**src/rtl/hazard_ctrl_pkg.sv**
```systemverilog
// ============================================================================
//  Module      : hazard_ctrl_pkg
//  Description : Shared types and constants for the pipeline hazard control
//                block. Holds the FSM state enum, the register-address width
//                and the x0 register address.
//  Revision    : 1.0 - initial release
// ============================================================================
`default_nettype none

package hazard_ctrl_pkg;

  localparam int REG_ADDR_W = 5;
  localparam logic [REG_ADDR_W-1:0] X0 = 5'd0;

  // Encoding 2'd3 is never produced; the controller decodes it as RUN.
  typedef enum logic [1:0] {
    RUN      = 2'd0,
    MDU_WAIT = 2'd1,
    MDU_ERR  = 2'd2
  } hazard_state_e;

endpackage

`default_nettype wire

```
**src/rtl/hazard_load_use_detect.sv**
```systemverilog
// ============================================================================
//  Module      : hazard_load_use_detect
//  Description : Combinational load-use hazard comparator. Flags when the
//                instruction in EX is a load writing a non-x0 register that
//                the instruction in ID reads.
//  Ports       : i_id_rs1/i_id_rs2      - source registers of the ID instr
//                i_id_uses_rs1/_rs2     - ID instr actually reads rs1/rs2
//                i_ex_rd                - destination register of EX instr
//                i_ex_mem_read          - EX instr is a load
//                o_load_use             - load-use hazard present
//  Revision    : 1.0 - initial release
// ============================================================================
`default_nettype none

module hazard_load_use_detect
  import hazard_ctrl_pkg::*;
(
  input  logic [REG_ADDR_W-1:0] i_id_rs1,
  input  logic [REG_ADDR_W-1:0] i_id_rs2,
  input  logic                  i_id_uses_rs1,
  input  logic                  i_id_uses_rs2,
  input  logic [REG_ADDR_W-1:0] i_ex_rd,
  input  logic                  i_ex_mem_read,
  output logic                  o_load_use
);

  logic w_rs1_match;
  logic w_rs2_match;

  assign w_rs1_match = i_id_uses_rs1 && (i_id_rs1 == i_ex_rd);
  assign w_rs2_match = i_id_uses_rs2 && (i_id_rs2 == i_ex_rd);

  // A load into x0 produces nothing to forward, so it never stalls.
  assign o_load_use  = i_ex_mem_read && (i_ex_rd != X0) && (w_rs1_match || w_rs2_match);

endmodule

`default_nettype wire

```
**src/rtl/pipeline_hazard_ctrl.sv**
```systemverilog
// ============================================================================
//  Module      : pipeline_hazard_ctrl
//  Description : Pipeline hazard controller. Generates stall/flush controls
//                for load-use hazards, taken control transfers and multi-
//                cycle MDU operations, with a watchdog on the MDU wait.
//  Parameters  : MDU_MAX_CYCLES - watchdog limit in MDU_WAIT cycles
//  Macro       : HAZARD_PERF_EN - adds STALL_COUNT / FLUSH_COUNT outputs
//  Ports       : CLK, RESET (async, active-high)
//                ID_RS1, ID_RS2, ID_USES_RS1, ID_USES_RS2 - ID operands
//                EX_RD, EX_MEM_READ                       - EX load info
//                EX_BRANCH_TAKEN                          - taken transfer
//                EX_MDU_START, MDU_DONE                   - MDU handshake
//                PC_ENABLE, IF_ID_ENABLE, IF_ID_FLUSH,
//                ID_EX_ENABLE, ID_EX_FLUSH, EX_MEM_FLUSH  - pipe controls
//                MDU_ERROR                                - sticky watchdog
//                STATE                                    - FSM state
//                STALL_COUNT, FLUSH_COUNT (HAZARD_PERF_EN only)
//  Revision    : 1.0 - initial release
// ============================================================================
`default_nettype none

module pipeline_hazard_ctrl
  import hazard_ctrl_pkg::*;
#(
  parameter int MDU_MAX_CYCLES = 40
)
(
  input  logic                  CLK,
  input  logic                  RESET,
  input  logic [REG_ADDR_W-1:0] ID_RS1,
  input  logic [REG_ADDR_W-1:0] ID_RS2,
  input  logic                  ID_USES_RS1,
  input  logic                  ID_USES_RS2,
  input  logic [REG_ADDR_W-1:0] EX_RD,
  input  logic                  EX_MEM_READ,
  input  logic                  EX_BRANCH_TAKEN,
  input  logic                  EX_MDU_START,
  input  logic                  MDU_DONE,
  output logic                  PC_ENABLE,
  output logic                  IF_ID_ENABLE,
  output logic                  IF_ID_FLUSH,
  output logic                  ID_EX_ENABLE,
  output logic                  ID_EX_FLUSH,
  output logic                  EX_MEM_FLUSH,
  output logic                  MDU_ERROR,
  output logic [1:0]            STATE
`ifdef HAZARD_PERF_EN
  ,
  output logic [31:0]           STALL_COUNT,
  output logic [31:0]           FLUSH_COUNT
`endif
);

  localparam int CNT_W = (MDU_MAX_CYCLES < 1) ? 1 : $clog2(MDU_MAX_CYCLES + 1);
  localparam logic [CNT_W-1:0] CNT_LIMIT = CNT_W'(MDU_MAX_CYCLES);
  localparam logic [CNT_W-1:0] CNT_ONE   = CNT_W'(1);

  hazard_state_e    r_state;
  hazard_state_e    w_state_next;
  logic [CNT_W-1:0] r_wait_cnt;
  logic [CNT_W-1:0] w_wait_cnt_next;
  logic [CNT_W-1:0] w_wait_cnt_inc;
  logic             r_mdu_error;
  logic             w_mdu_error_next;
  logic             w_load_use;
  logic             w_is_err;

  hazard_load_use_detect u_load_use (
    .i_id_rs1      (ID_RS1),
    .i_id_rs2      (ID_RS2),
    .i_id_uses_rs1 (ID_USES_RS1),
    .i_id_uses_rs2 (ID_USES_RS2),
    .i_ex_rd       (EX_RD),
    .i_ex_mem_read (EX_MEM_READ),
    .o_load_use    (w_load_use)
  );

  // Saturating increment: the counter parks at all-ones instead of wrapping.
  assign w_wait_cnt_inc = (r_wait_cnt == {CNT_W{1'b1}}) ? r_wait_cnt : (r_wait_cnt + CNT_ONE);
  assign w_is_err       = (r_state == MDU_ERR);

  always_ff @(posedge CLK or posedge RESET) begin
    if (RESET) begin
      r_state     <= RUN;
      r_wait_cnt  <= '0;
      r_mdu_error <= 1'b0;
    end else begin
      r_state     <= w_state_next;
      r_wait_cnt  <= w_wait_cnt_next;
      r_mdu_error <= w_mdu_error_next;
    end
  end

  always_comb begin
    // MDU_ERR is terminal until reset; everything else (including the
    // unreachable encoding 3) falls back to RUN unless a branch below says so.
    w_state_next     = w_is_err ? MDU_ERR : RUN;
    w_wait_cnt_next  = r_wait_cnt;
    w_mdu_error_next = r_mdu_error;
    PC_ENABLE        = 1'b1;
    IF_ID_ENABLE     = 1'b1;
    IF_ID_FLUSH      = 1'b0;
    ID_EX_ENABLE     = 1'b1;
    ID_EX_FLUSH      = 1'b0;
    EX_MEM_FLUSH     = 1'b0;

    if (!RESET) begin
      if (r_state == MDU_WAIT) begin
        // Branches and load-use are irrelevant here: the front end is frozen.
        if (!MDU_DONE) begin
          PC_ENABLE       = 1'b0;
          IF_ID_ENABLE    = 1'b0;
          ID_EX_ENABLE    = 1'b0;
          EX_MEM_FLUSH    = 1'b1;
          w_wait_cnt_next = w_wait_cnt_inc;
          if (w_wait_cnt_inc == CNT_LIMIT) begin
            w_state_next     = MDU_ERR;
            w_mdu_error_next = 1'b1;
          end else begin
            w_state_next     = MDU_WAIT;
          end
        end
      end else if (!w_is_err && EX_MDU_START && !MDU_DONE) begin
        // Multi-cycle MDU op: freeze the front end starting this very cycle.
        PC_ENABLE       = 1'b0;
        IF_ID_ENABLE    = 1'b0;
        ID_EX_ENABLE    = 1'b0;
        EX_MEM_FLUSH    = 1'b1;
        w_wait_cnt_next = '0;
        w_state_next    = MDU_WAIT;
      end else if (EX_BRANCH_TAKEN) begin
        // The stalled ID instruction is on the wrong path anyway, so the
        // redirect wins over any load-use stall.
        IF_ID_FLUSH = 1'b1;
        ID_EX_FLUSH = 1'b1;
      end else if (w_load_use) begin
        PC_ENABLE    = 1'b0;
        IF_ID_ENABLE = 1'b0;
        ID_EX_FLUSH  = 1'b1;
      end
    end
  end

  assign MDU_ERROR = r_mdu_error;
  assign STATE     = r_state;

`ifdef HAZARD_PERF_EN
  logic [31:0] r_stall_cnt;
  logic [31:0] r_flush_cnt;

  always_ff @(posedge CLK or posedge RESET) begin
    if (RESET) begin
      r_stall_cnt <= '0;
      r_flush_cnt <= '0;
    end else begin
      if (!PC_ENABLE && (r_stall_cnt != 32'hFFFF_FFFF)) begin
        r_stall_cnt <= r_stall_cnt + 32'd1;
      end
      if (IF_ID_FLUSH && (r_flush_cnt != 32'hFFFF_FFFF)) begin
        r_flush_cnt <= r_flush_cnt + 32'd1;
      end
    end
  end

  assign STALL_COUNT = r_stall_cnt;
  assign FLUSH_COUNT = r_flush_cnt;
`endif

endmodule

`default_nettype wire
```
**config.mk**
```make
export PLATFORM = sky130hd
export DESIGN_NAME = pipeline_hazard_ctrl
export DESIGN_NICKNAME = d
export VERILOG_FILES = /design/src/rtl/hazard_ctrl_pkg.sv /design/src/rtl/hazard_load_use_detect.sv /design/src/rtl/pipeline_hazard_ctrl.sv
export SDC_FILE = /design/constraint.sdc
export NUM_CORES = 1
export LEC_CHECK = 0
export CAP_MARGIN = 20
export CORE_MARGIN = 4
export CORE_UTILIZATION = 30
export DETAILED_ROUTE_END_ITERATION = 8
export GPL_TIMING_DRIVEN = 0
export SYNTH_ARGS = -nofsm -noshare
export SYNTH_HDL_FRONTEND = slang
export SYNTH_SLANG_ARGS = --single-unit
```
**constraint.sdc**
```tcl
create_clock -name CLK -period 2.3 [get_ports CLK]
set_input_delay 0.46 -clock CLK [delete_from_list [all_inputs] [get_ports CLK]]
set_output_delay 0.46 -clock CLK [all_outputs]
set_load 0.03 [all_outputs]
```
==> impl_summary.txt, run 1 <==
----------------------------------------------------
[Status]
  Result of the run ... finished clean

[Logic synthesis]
  Proportion of netlist area held by the largest area contributor ... 0.275
  Yosys warnings ... 0
  Dominant combinational cell family by area after synthesis ... compound AO/OA/AOI/OAI gates
  Gate Count Post-Synth ... 92
  Post-synthesis share of cell area spent on xor and xnor gates ... 0.107
  Most instantiated flip-flop cell in the synthesis netlist ... sky130_fd_sc_hd__dfrtp_1
  Arithmetic-cell share of the synthesized area counting full adders, half adders and majority gates ... 0.0153
  Post-synthesis cell area ... between 800 and 900 µm²
  Biggest area consumer among synthesized cells ... sky130_fd_sc_hd__dfrtp_1
  Multiplexer area fraction after synthesis ... 0
  Number of nets produced by synthesis ... around 120
  Simple-gate area share of the yosys netlist ... 0.264
  Most numerous cell types in the synthesized netlist ... sky130_fd_sc_hd__dfrtp_1, sky130_fd_sc_hd__nand2_1, sky130_fd_sc_hd__xor2_1
  Count of flip-flops with a built-in enable after synthesis ... 0
  Top-count cell post-synth ... sky130_fd_sc_hd__dfrtp_1
  Syn Area/Cell ... between 8 and 9 µm²
  Largest cells by area after synthesis ... sky130_fd_sc_hd__dfrtp_1, sky130_fd_sc_hd__xor2_1, sky130_fd_sc_hd__nor4_1
  Register bit count reported by yosys ... 9
  Distinct cell type count after synthesis ... 41
  Sequential cell area fraction in the yosys report ... 0.275
  Synth Area in Compound Gates ... 0.278
  Async set-reset flop share out of synthesis ... 1.00

[Timing]
  Final Cycle Share ... 0.976
  Actual slew at the worst max-slew pin ... ~650 ps
  Worst-case headroom to the max-slew limit ... 0.564
  Maximum clock frequency ... about 450 MHz
  Number of endpoints failing setup at the final stage ... 0
  Max-slew violation count ... 0
  Fin Setup TNS ... 0 ps
  Number of failing hold endpoints at the final stage ... 0
  Final critical path time including I/O delays and setup ... 2250 ps
  Unrepaired setup endpoints after global routing ... true
  Layout Skew ... about 5.3 ps

[Worst setup path]
  R2R Setup Slk ... roughly 370 ps
  Sort of element at the start of the critical path ... primary input
  Critical-path maximum fanout ... 3
  Data required time of the worst path ... between 1500 and 2000 ps
  Depth of the worst register-to-register path ... 5
  Startpoint of the worst-slack reg-to-reg timing path ... r_wait_cnt[1]
  Critical Path Sink Type ... primary output
  Category of the critical setup timing path ... in2out
  Endpoint of the most critical register-to-register path ... STATE[0]
  Data arrival time of the worst path ... 1790 ps

[Route]
  Via count ... about 800
  Number of remaining DRC errors ... 0
  Antenna-violating nets left ... 0
  Detailed Routing Iterations Pass 1 ... 3
  DR WL/cell ... 14.5 µm
  Iteration-0 DRC count of the detailed router ... 15
  Per-cell via count in the routed design ... around 5
  Final Routed Wirelength ... approximately 2300 µm

[Clock tree]
  Clock transition at the registers of the reported paths ... roughly 60 ps
  Insertion delay to the later sink of the worst-skew pair ... between 200 and 300 ps
  Clock tree buffer depth ... 2
  Clock buffer count from CTS ... 3
  Clock Root Buffer ... sky130_fd_sc_hd__clkbuf_4
  CTS H-Tree Depth ... 1
  Num Clock Sinks ... 9
  CTS tree ... done

[GRT]
  Met2 Usage GRT ... 0.236
  Global routing met1 resource utilization ... 0.165
  Global-route wire length before repair ... ~3700 µm
  Initial antenna violation count ... 0
  Grt ovf ... 0
  Vias in the first global route ... between 800 and 900
  Largest net degree at the start of global routing ... 11
  Most used routing layer ... met2
  Met3 track demand over resource ... 0.0324
  All-Layer GR Usage ... 0.136

[Layout]
  Ratio of cells with drive above 1 in the final layout ... 0.250
  Filler cell count ... between 200 and 300
  Layout area overhead ... 47.0%
  Non-Filler Instances ... 158
  Inserted Diodes ... 0
  Total Nets Final ... 153

[Job]
  MaxCap Viol Count ... 0

[Power]
  Total power consumption of the routed design ... 359 µW
  Cell Pwr Density ... slightly below 300 nW/µm²
  Leakage component of the power ... slightly below 0.5 nW
  Worst supply voltage drop on vdd ... just over 0.0002 V

[Floorplan]
  Core footprint ... between 2000 and 3000 µm²
  Top-Level Pins ... 32
  Effective utilization at floorplan ... 0.322
  Core Rows ... 18
  Die extent in x ... roughly 60 µm
  Die span in y ... between 60 and 70 µm
  Floorplan die area ... 3630 µm²

[Placed design]
  Half-perimeter wire length after placement ... approximately 1800 µm
  Total of buffers placed on input and output ports ... 31
  Placer's final routability congestion estimate ... slightly below 0.8
  Cell total after placement ... about 150

[Worst hold path]
  Class of the most critical hold timing path ... in2async

----------------------------------------------------
## cells by family (layout without fill, tap and decap cells)
group,after synthesis,after routing
compound gates,28,28
xor+xnor,10,10
fa+ha+maj,1,1
buf+inv,9,45
flops,9,9
simple gates,35,35
## placed cells by master, fill, tap and decap left out, types with 2 or more instances in the layout
cell type / count
sky130_fd_sc_hd__xnor2_1: 2
sky130_fd_sc_hd__a22o_1: 2
sky130_fd_sc_hd__buf_4: 4
sky130_fd_sc_hd__dlygate4sd2_1: 7
sky130_fd_sc_hd__clkbuf_2: 4
sky130_fd_sc_hd__or3_1: 2
sky130_fd_sc_hd__inv_1: 4
sky130_fd_sc_hd__nor2b_1: 2
sky130_fd_sc_hd__o31ai_1: 2
sky130_fd_sc_hd__clkdlybuf4s50_1: 11
sky130_fd_sc_hd__nor4_1: 3
sky130_fd_sc_hd__o21bai_1: 2
sky130_fd_sc_hd__o21ai_0: 4
sky130_fd_sc_hd__nand2_1: 8
sky130_fd_sc_hd__clkbuf_4: 3
sky130_fd_sc_hd__nand2b_1: 3
sky130_fd_sc_hd__nor4_2: 2
sky130_fd_sc_hd__buf_2: 3
sky130_fd_sc_hd__buf_6: 3
sky130_fd_sc_hd__nor2_1: 2
sky130_fd_sc_hd__and2_1: 2
sky130_fd_sc_hd__dfrtp_1: 9
sky130_fd_sc_hd__a21oi_1: 4
sky130_fd_sc_hd__clkdlybuf4s15_1: 3
sky130_fd_sc_hd__xor2_1: 8
sky130_fd_sc_hd__nand3_1: 3
## where the power goes
group / total [mW] / leakage [nW] / internal, mW / switching (mW)
combinational: 0.0773 / 0.361 / 0.0413 / 0.0359
sequential: 0.158 / 0.121 / 0.158 / 0
clock: 0.124 / 0.0150 / 0.0670 / 0.0569
total: 0.359 / 0.496 / 0.267 / 0.0928
## metal layers
| layer | wire [µm] | vias up |
|---|---|---|
| met5 | 0 | - |
| met4 | 12 | 0 |
| met3 | 49 | 2 |
| met2 | 1270 | 9 |
| met1 | 967 | 378 |
| li1 | - | 415 |
## worst max-delay path by stage
stage | startpoint | to | slack [ps] | cells past startpoint
6_report | EX_RD[1] | IF_ID_ENABLE | 50 | 5
5_1_grt | EX_MDU_START | ID_EX_FLUSH | -10 | 6
4_1_cts | EX_MDU_START | IF_ID_FLUSH | 10 | 6
3_5_place_dp | EX_RD[2] | PC_ENABLE | -880 | 6
3_3_place_gp | EX_RD[1] | PC_ENABLE | -860 | 6
2_1_floorplan | STATE[1] | PC_ENABLE | 0.6 | 5
## per-stage QoR
stage | area (µm²) | hold slack, ps | worst slack [ps] | utilization
final | 1200 | 427 | 54.4 | 0.473
after global routing | 1200 | 450 | -13.0 | 0.473
after CTS | 1190 | 405 | 10.2 | 0.470
after detailed placement | 1180 | 465 | -882 | 0.463
after global placement | 1180 | 460 | -859 | 0.463
after floorplan | 831 | 304 | 0.600 | -
## layout make-up
type,instances,area (µm²),share of cell area
multi-input combinational,74,582,0.483
timing repair buffer,33,288,0.239
sequential,9,225,0.187
tap,30,37.5,0.0312
clock buffer,4,26.3,0.0218
buffer,3,23.8,0.0197
inverter,5,22.5,0.0187
## timing repair
action,4_1_cts,5_1_grt
hold buffers,0,0
pin swaps,4,7
resized for setup,48,19
endpoints found under the setup margin,6,6
setup buffers,2,0
gates cloned,0,0
## critical path, stage by stage
cell,delay [ps]
sky130_fd_sc_hd__clkdlybuf4s15_2,200
sky130_fd_sc_hd__or4_1,550
sky130_fd_sc_hd__o21ai_2,190
sky130_fd_sc_hd__o31a_1,230
sky130_fd_sc_hd__buf_6,150
## registers in the layout, summed over array words and instances, names as in the netlist
| register | flops |
|---|---|
| r_wait_cnt | 6 |
| STATE | 2 |
| MDU_ERROR | 1 |
No activity file was read; power rests on OpenSTA's default activity.
==> run 2: changes to the inputs <==
--- a/config.mk
+++ b/config.mk
@@ -6,10 +6,12 @@
 export NUM_CORES = 1
 export LEC_CHECK = 0
 export CAP_MARGIN = 20
+export CORE_ASPECT_RATIO = 1.5
 export CORE_MARGIN = 4
 export CORE_UTILIZATION = 30
 export DETAILED_ROUTE_END_ITERATION = 8
 export GPL_TIMING_DRIVEN = 0
+export SKIP_LAST_GASP = 1
 export SYNTH_ARGS = -nofsm -noshare
 export SYNTH_HDL_FRONTEND = slang
 export SYNTH_SLANG_ARGS = --single-unit
==> impl_summary.txt, run 2 (synthesized netlist as in run 1, its figures left out) <==
----------------------------------------------------
[Layout]
  Layout area overhead ... 59.1%
  Highest-count cells in the layout ignoring fill and taps ... sky130_fd_sc_hd__dfrtp_1, sky130_fd_sc_hd__nand2_1, sky130_fd_sc_hd__clkdlybuf4s50_1
  Most frequent standard cell in the layout excluding fill and tap cells ... sky130_fd_sc_hd__dfrtp_1
  Register name with the most flops ... r_wait_cnt
  Non-Filler Instances ... 167 (+5.7%)
  Filler cell count ... 270 (-2.5%)
  Post-Layout Inst Area ... 1300 µm² (+8.2%)
  Total Nets Final ... 155 (+1.3%)
  Number of flip-flops in the largest register ... 6 (unchanged)
  Inserted Diodes ... 0 (unchanged)
  Multi-input combinational cell area ... 628 µm² (+8.0%)
  Ratio of cells with drive above 1 in the final layout ... 0.300 (+0.0500)
  Area taken by flip-flops and latches ... 225 µm² (unchanged)
  Utilization after layout ... 0.492 (+0.0190)

[Route]
  Number of remaining DRC errors ... 0 (unchanged)
  DR WL/cell ... 14.4 µm (-0.82%)
  Via count ... 850 (+5.7%)
  Detailed Routing Iterations Pass 1 ... 4 (+1)
  Iteration-0 DRC count of the detailed router ... 12 (-3)
  Antenna-violating nets left ... 0 (unchanged)
  Final Routed Wirelength ... 2410 µm (+4.8%)
  Per-cell via count in the routed design ... 5.09 (about the same)

[Power]
  Total power consumption of the routed design ... 439 µW (+22%)
  Worst supply voltage drop on vdd ... 0.000321 V (+59%)
  Switching part of the total power ... 0.255 (-0.00298)
  Logic pwr share ... 0.204 (-0.011)
  Leakage component of the power ... 0.563 nW (+13%)
  Proportion of power drawn by the clock network ... 0.434 (+0.089)
  Switching component of the power ... 112 µW (+21%)
  Cell Pwr Density ... 337 nW/µm² (+13%)
  Pint ... 327 µW (+23%)
  Seq pwr share ... 0.361 (-0.079)

[Timing]
  Number of failing hold endpoints at the final stage ... 0 (unchanged)
  Final Cycle Share ... 0.985 (+0.00837)
  Layout Skew ... 3.55 ps (-1.76 ps)
  Maximum clock frequency ... 442 MHz (-0.85%)
  Max-slew violation count ... 0 (unchanged)
  Worst-case headroom to the max-slew limit ... 0.537 (-0.0266)
  Number of endpoints failing setup at the final stage ... 0 (unchanged)
  Final critical path time including I/O delays and setup ... 2260 ps (+19.3 ps)
  Final worst slack ... 35.2 ps (-19.3 ps)
  Unrepaired setup endpoints after global routing ... true
  Actual slew at the worst max-slew pin ... 693 ps (+39.9 ps)

[Clock tree]
  CTS H-Tree Depth ... 1 (unchanged)
  Number of buffers added to fix hold violations after cts ... 0 (unchanged)
  Clock Root Buffer ... sky130_fd_sc_hd__clkbuf_8
  Clock buffer count from CTS ... 3 (unchanged)
  Clock tree buffer depth ... 2 (unchanged)
  CTS tree ... done
  Clock transition at the registers of the reported paths ... 50 ps (about the same)
  Insertion delay to the later sink of the worst-skew pair ... 240 ps (-30 ps)
  Num Clock Sinks ... 9 (unchanged)

[Placed design]
  Cell total after placement ... 160 (+4.6%)
  Worst slack after detailed placement ... -914 ps (-32.7 ps)
  Total of buffers placed on input and output ports ... 31 (unchanged)
  Placer's final routability congestion estimate ... 0.875 (+13%)
  Standard cell area after detailed placement ... 1190 µm² (+0.74%)
  Half-perimeter wire length after placement ... 1850 µm (+5.0%)

[Worst setup path]
  Critical Path Sink Type ... primary output
  Depth of the worst register-to-register path ... 5 (unchanged)
  Startpoint of the worst-slack reg-to-reg timing path ... r_wait_cnt[1]
  Sort of element at the start of the critical path ... primary input
  Category of the critical setup timing path ... in2out
  End point of the critical path ... PC_ENABLE
  Worst Setup SP ... ID_RS2[0]
  Endpoint of the most critical register-to-register path ... STATE[0]
  R2R Setup Slk ... 330 ps (-40 ps)
  Data required time of the worst path ... 1840 ps (about the same)
  Data arrival time of the worst path ... 1800 ps (about the same)
  Critical-path maximum fanout ... 2 (-1)

[GRT]
  All-Layer GR Usage ... 0.136 (about the same)
  Global-route wire length before repair ... 3890 µm (+5.6%)
  Vias in the first global route ... 834 (unchanged)
  Grt ovf ... 0 (unchanged)
  Largest net degree at the start of global routing ... 12 (+1)
  Initial antenna violation count ... 0 (unchanged)

[Floorplan]
  Core footprint ... 2650 µm² (+4.0%)
  Core Rows ... 23 (+5)
  Floorplan die area ... 3650 µm² (+0.48%)
  Top-Level Pins ... 32 (unchanged)
  Effective utilization at floorplan ... 0.310 (-0.0125)
  Die extent in x ... 50.7 µm (-16%)
  Die span in y ... 72.0 µm (+19%)

[Job]
  MaxCap Viol Count ... 0 (unchanged)

[Status]
  Result of the run ... finished clean

[Worst hold path]
  Class of the most critical hold timing path ... in2async

----------------------------------------------------
==> run 2: cell count changes in the layout (fill, tap and decap cells not counted), moves of 3 or more <==
| cell | before | now |
|---|---|---|
| sky130_fd_sc_hd__clkdlybuf4s50_1 | 11 | 8 |
| sky130_fd_sc_hd__dlymetal6s2s_1 | 0 | 4 |
| sky130_fd_sc_hd__xor2_1 | 8 | 5 |
| sky130_fd_sc_hd__clkbuf_4 | 3 | 0 |
| sky130_fd_sc_hd__clkbuf_8 | 0 | 3 |
==> run 2: how the worst min path moves through the flow <==
stage	from	end	slack, ps	cells past startpoint
finish	RESET	r_wait_cnt[3]	380	2
global route	RESET	r_wait_cnt[3]	400	2
CTS	RESET	STATE[0]	370	2
detailed placement	MDU_ERROR	MDU_ERROR	460	1
global placement	MDU_ERROR	MDU_ERROR	460	1
floorplan	RESET	MDU_ERROR	300	1
==> run 2: final cells by class <==
class / instances / share of cell area
plain buffers: 4 / 0.0240
well taps: 37 / 0.0355
repair buffers: 34 / 0.234
flip-flops and latches: 9 / 0.173
inverters: 5 / 0.0173
clock buffers: 4 / 0.0345
multi-input cells: 74 / 0.482
==> run 2: what timing repair did <==
action                                  in CTS  in global routing
setup buffers                                2                  1
resized for setup                           47                 31
pin swaps                                    5                 13
endpoints found under the setup margin       6                  5
==> run 2: stage by stage <==
stage / setup TNS [ps] / hold WS, ps
floorplan: 0 / 304
global placement: -3400 / 459
detailed placement: -3570 / 461
CTS: -39.4 / 371
global route: -99.0 / 405
finish: 0 / 379
==> run 2: worst max-delay path: stages <==
cell	delay (ps)
sky130_fd_sc_hd__clkdlybuf4s50_1	500
sky130_fd_sc_hd__xnor2_2	130
sky130_fd_sc_hd__a32oi_2	130
sky130_fd_sc_hd__o31a_1	320
sky130_fd_sc_hd__buf_4	130
sky130_fd_sc_hd__buf_6	130
==> run 2: routing by layer <==
layer | share of wire | vias up | GRT usage
li1 | - | 421 | -
met1 | 0.35 | 396 | 0.137
met2 | 0.55 | 31 | 0.260
met3 | 0.091 | 2 | 0.0411
met4 | 0.0058 | 0 | 0.0419
met5 | 0 | - | 0
==> run 2: power groups by stage <==
stage                     sequential, mW  clock [mW]  combinational (mW)
after detailed placement           0.161           0              0.0806
after global routing               0.159       0.200              0.0973
after global placement             0.161           0              0.0790
final                              0.159       0.191              0.0897
after CTS                          0.159       0.192              0.0757
after floorplan                    0.161           0              0.0271
==> run 3: changes to the inputs <==
--- a/config.mk
+++ b/config.mk
@@ -10,6 +10,7 @@
 export CORE_MARGIN = 4
 export CORE_UTILIZATION = 30
 export DETAILED_ROUTE_END_ITERATION = 8
+export DONT_BUFFER_PORTS = 1
 export GPL_TIMING_DRIVEN = 0
 export SKIP_LAST_GASP = 1
 export SYNTH_ARGS = -nofsm -noshare
==> impl_summary.txt, run 3 (synthesized netlist as in run 1, its figures left out) <==
----------------------------------------------------
[Status]
  Result of the run ... finished with violations
  Failing checks ... negative setup slack

[Placed design]
  Half-perimeter wire length after placement ... 1550 µm (-16%)
  Placer's final routability congestion estimate ... 0.898 (+2.6%)
  Worst slack after detailed placement ... -161 ps (+753 ps)
  Total of buffers placed on input and output ports ... 0 (-100%)

[Floorplan]
  Effective utilization at floorplan ... 0.310 (unchanged)
  Die extent in x ... 50.7 µm (unchanged)
  Floorplan die area ... 3650 µm² (unchanged)
  Core Rows ... 23 (unchanged)
  Die span in y ... 72.0 µm (unchanged)
  Core footprint ... 2650 µm² (unchanged)
  Top-Level Pins ... 32 (unchanged)

[Power]
  Leakage component of the power ... 0.360 nW (-36%)
  Switching component of the power ... 80.5 µW (-28%)
  Total power consumption of the routed design ... 374 µW (-15%)
  Pint ... 293 µW (-10%)
  Worst supply voltage drop on vdd ... 0.000289 V (-9.9%)
  Cell Pwr Density ... 395 nW/µm² (+17%)
  Switching part of the total power ... 0.215 (-0.0398)
  Seq pwr share ... 0.425 (+0.064)
  Logic pwr share ... 0.086 (-0.118)
  Proportion of power drawn by the clock network ... 0.489 (+0.055)

[Timing]
  Unrepaired setup endpoints after global routing ... true
  Final worst slack ... -94.6 ps (-130 ps)
  Max-slew violation count ... 0 (unchanged)
  Actual slew at the worst max-slew pin ... 722 ps (+30.0 ps)
  Final Cycle Share ... 1.04 (+0.0564)
  Maximum clock frequency ... 418 MHz (-5.4%)
  Worst-case headroom to the max-slew limit ... 0.517 (-0.0200)
  Number of endpoints failing setup at the final stage ... 2 (+2)
  Number of failing hold endpoints at the final stage ... 0 (unchanged)
  Worst-case hold slack ... 113 ps (-266 ps)
  Final critical path time including I/O delays and setup ... 2390 ps (+130 ps)
  Layout Skew ... 4.21 ps (+0.658 ps)

[Route]
  Number of remaining DRC errors ... 0 (unchanged)
  Detailed Routing Iterations Pass 1 ... 4 (unchanged)
  Per-cell via count in the routed design ... 5.65 (+11%)
  Antenna-violating nets left ... 0 (unchanged)
  Iteration-0 DRC count of the detailed router ... 24 (+12)
  Via count ... 751 (-12%)
  Final Routed Wirelength ... 1940 µm (-19%)
  DR WL/cell ... 14.6 µm (+1.3%)

[Worst setup path]
  Depth of the worst register-to-register path ... 5 (unchanged)
  Slowest-stage cell, CP ... sky130_fd_sc_hd__dfrtp_2
  Critical-path maximum fanout ... 7 (+5)
  Category of the critical setup timing path ... reg2out
  Data arrival time of the worst path ... 1930 ps (+130 ps)
  Sort of element at the start of the critical path ... flip-flop
  CP peak stage delay ... 500 ps (about the same)
  Data required time of the worst path ... 1840 ps (about the same)
  Series of cell instances along the critical path ... o21bai_4 > a21boi_4 > inv_4 > o31a_1 > buf_6
  Critical Path Sink Type ... primary output

[Clock tree]
  Clock buffer count from CTS ... 3 (unchanged)
  Number of buffers added to fix hold violations after cts ... 0 (unchanged)
  CTS tree ... done
  Post-CTS Setup Bufs ... 0 (-2)
  Insertion delay to the later sink of the worst-skew pair ... 230 ps (about the same)
  CTS H-Tree Depth ... 1 (unchanged)
  Clock Root Buffer ... sky130_fd_sc_hd__clkbuf_8
  Clock tree buffer depth ... 2 (unchanged)
  Num Clock Sinks ... 9 (unchanged)
  Clock transition at the registers of the reported paths ... 50 ps (about the same)

[Layout]
  Filler cell count ... 284 (+5.2%)
  Number of flip-flops in the largest register ... 6 (unchanged)
  Register name with the most flops ... r_wait_cnt
  Ratio of cells with drive above 1 in the final layout ... 0.208 (-0.0917)
  Layout area overhead ... 15.6%
  Inserted Diodes ... 0 (unchanged)
  Total Nets Final ... 121 (-22%)
  Area taken by flip-flops and latches ... 228 µm² (+1.1%)
  Utilization after layout ... 0.358 (-0.135)
  Highest-count cells in the layout ignoring fill and taps ... sky130_fd_sc_hd__nand2_1, sky130_fd_sc_hd__xor2_1, sky130_fd_sc_hd__dfrtp_1, sky130_fd_sc_hd__o21ai_0, sky130_fd_sc_hd__nor4_1
  Multi-input combinational cell area ... 572 µm² (-9.0%)

[GRT]
  Vias in the first global route ... 710 (-15%)
  Grt ovf ... 0 (unchanged)
  Global-route wire length before repair ... 3070 µm (-21%)
  Initial antenna violation count ... 0 (unchanged)
  Largest net degree at the start of global routing ... 12 (unchanged)
  All-Layer GR Usage ... 0.104 (-0.0313)

[Worst hold path]
  Class of the most critical hold timing path ... in2async

[Job]
  MaxCap Viol Count ... 0 (unchanged)

----------------------------------------------------
==> run 3: changes by cell type in the layout (fill, tap and decap cells not counted), moves of 3 or more <==
cell                              previous run  this run
sky130_fd_sc_hd__buf_4                       6         1
sky130_fd_sc_hd__clkdlybuf4s50_1             8         0
sky130_fd_sc_hd__dlygate4sd2_1               6         0
sky130_fd_sc_hd__clkbuf_2                    6         0
sky130_fd_sc_hd__dlymetal6s2s_1              4         0
sky130_fd_sc_hd__xor2_1                      5         8
==> run 3: routing by layer <==
layer | routed length, µm | GRT usage | vias to the layer above
met2 | 990 | 0.198 | 37
met5 | 0 | 0 | -
met3 | 150 | 0.0185 | 4
met4 | 21 | 0.0269 | 0
met1 | 778 | 0.118 | 358
li1 | - | - | 352
==> run 3: power by group through the flow <==
stage               clock (mW)  sequential, mW  combinational (mW)
global route             0.197           0.159              0.0357
finish                   0.183           0.159              0.0323
floorplan                    0           0.161              0.0271
detailed placement           0           0.161              0.0311
CTS                      0.185           0.159              0.0324
global placement             0           0.161              0.0307
==> run 3: metrics by stage <==
| stage | cell area, µm² | TNS (ps) | instances |
|---|---|---|---|
| CTS | 947 | -157 | 133 |
| finish | 947 | -140 | 133 |
| global route | 947 | -282 | 133 |
| floorplan | 831 | 0 | 92 |
| detailed placement | 877 | -319 | 129 |
| global placement | 877 | -257 | 129 |
==> run 3: final timing paths <==
kind,startpoint,to,slack (ps)
min in group CLK,EX_MDU_START,STATE[0],460
worst min register to register,r_wait_cnt[0],r_wait_cnt[0],600
max in group asynchronous,RESET,STATE[0],1860
worst min-delay path,RESET,MDU_ERROR,110
worst max register to register,r_wait_cnt[1],STATE[0],350
worst max-delay path,STATE[1],PC_ENABLE,-90
==> run 3: layout make-up <==
cell class	instances	area share
flip-flops and latches	9	0.240
inverters	5	0.0225
clock buffers	4	0.0476
multi-input cells	74	0.604
well taps	37	0.0489
plain buffers	4	0.0370
==> run 3: repair_timing <==
action | in CTS | in global routing
gates resized for setup | 8 | 0
hold endpoints to repair | 0 | 0
pin swaps | 1 | 0
endpoints found under the setup margin | 3 | 2
==> run 3: critical path, delay by kind of cell, from the launching register on <==
kind / cells / cell delay, ps
compound gates: 3 / 870
flops: 1 / 500
buf+inv: 2 / 320
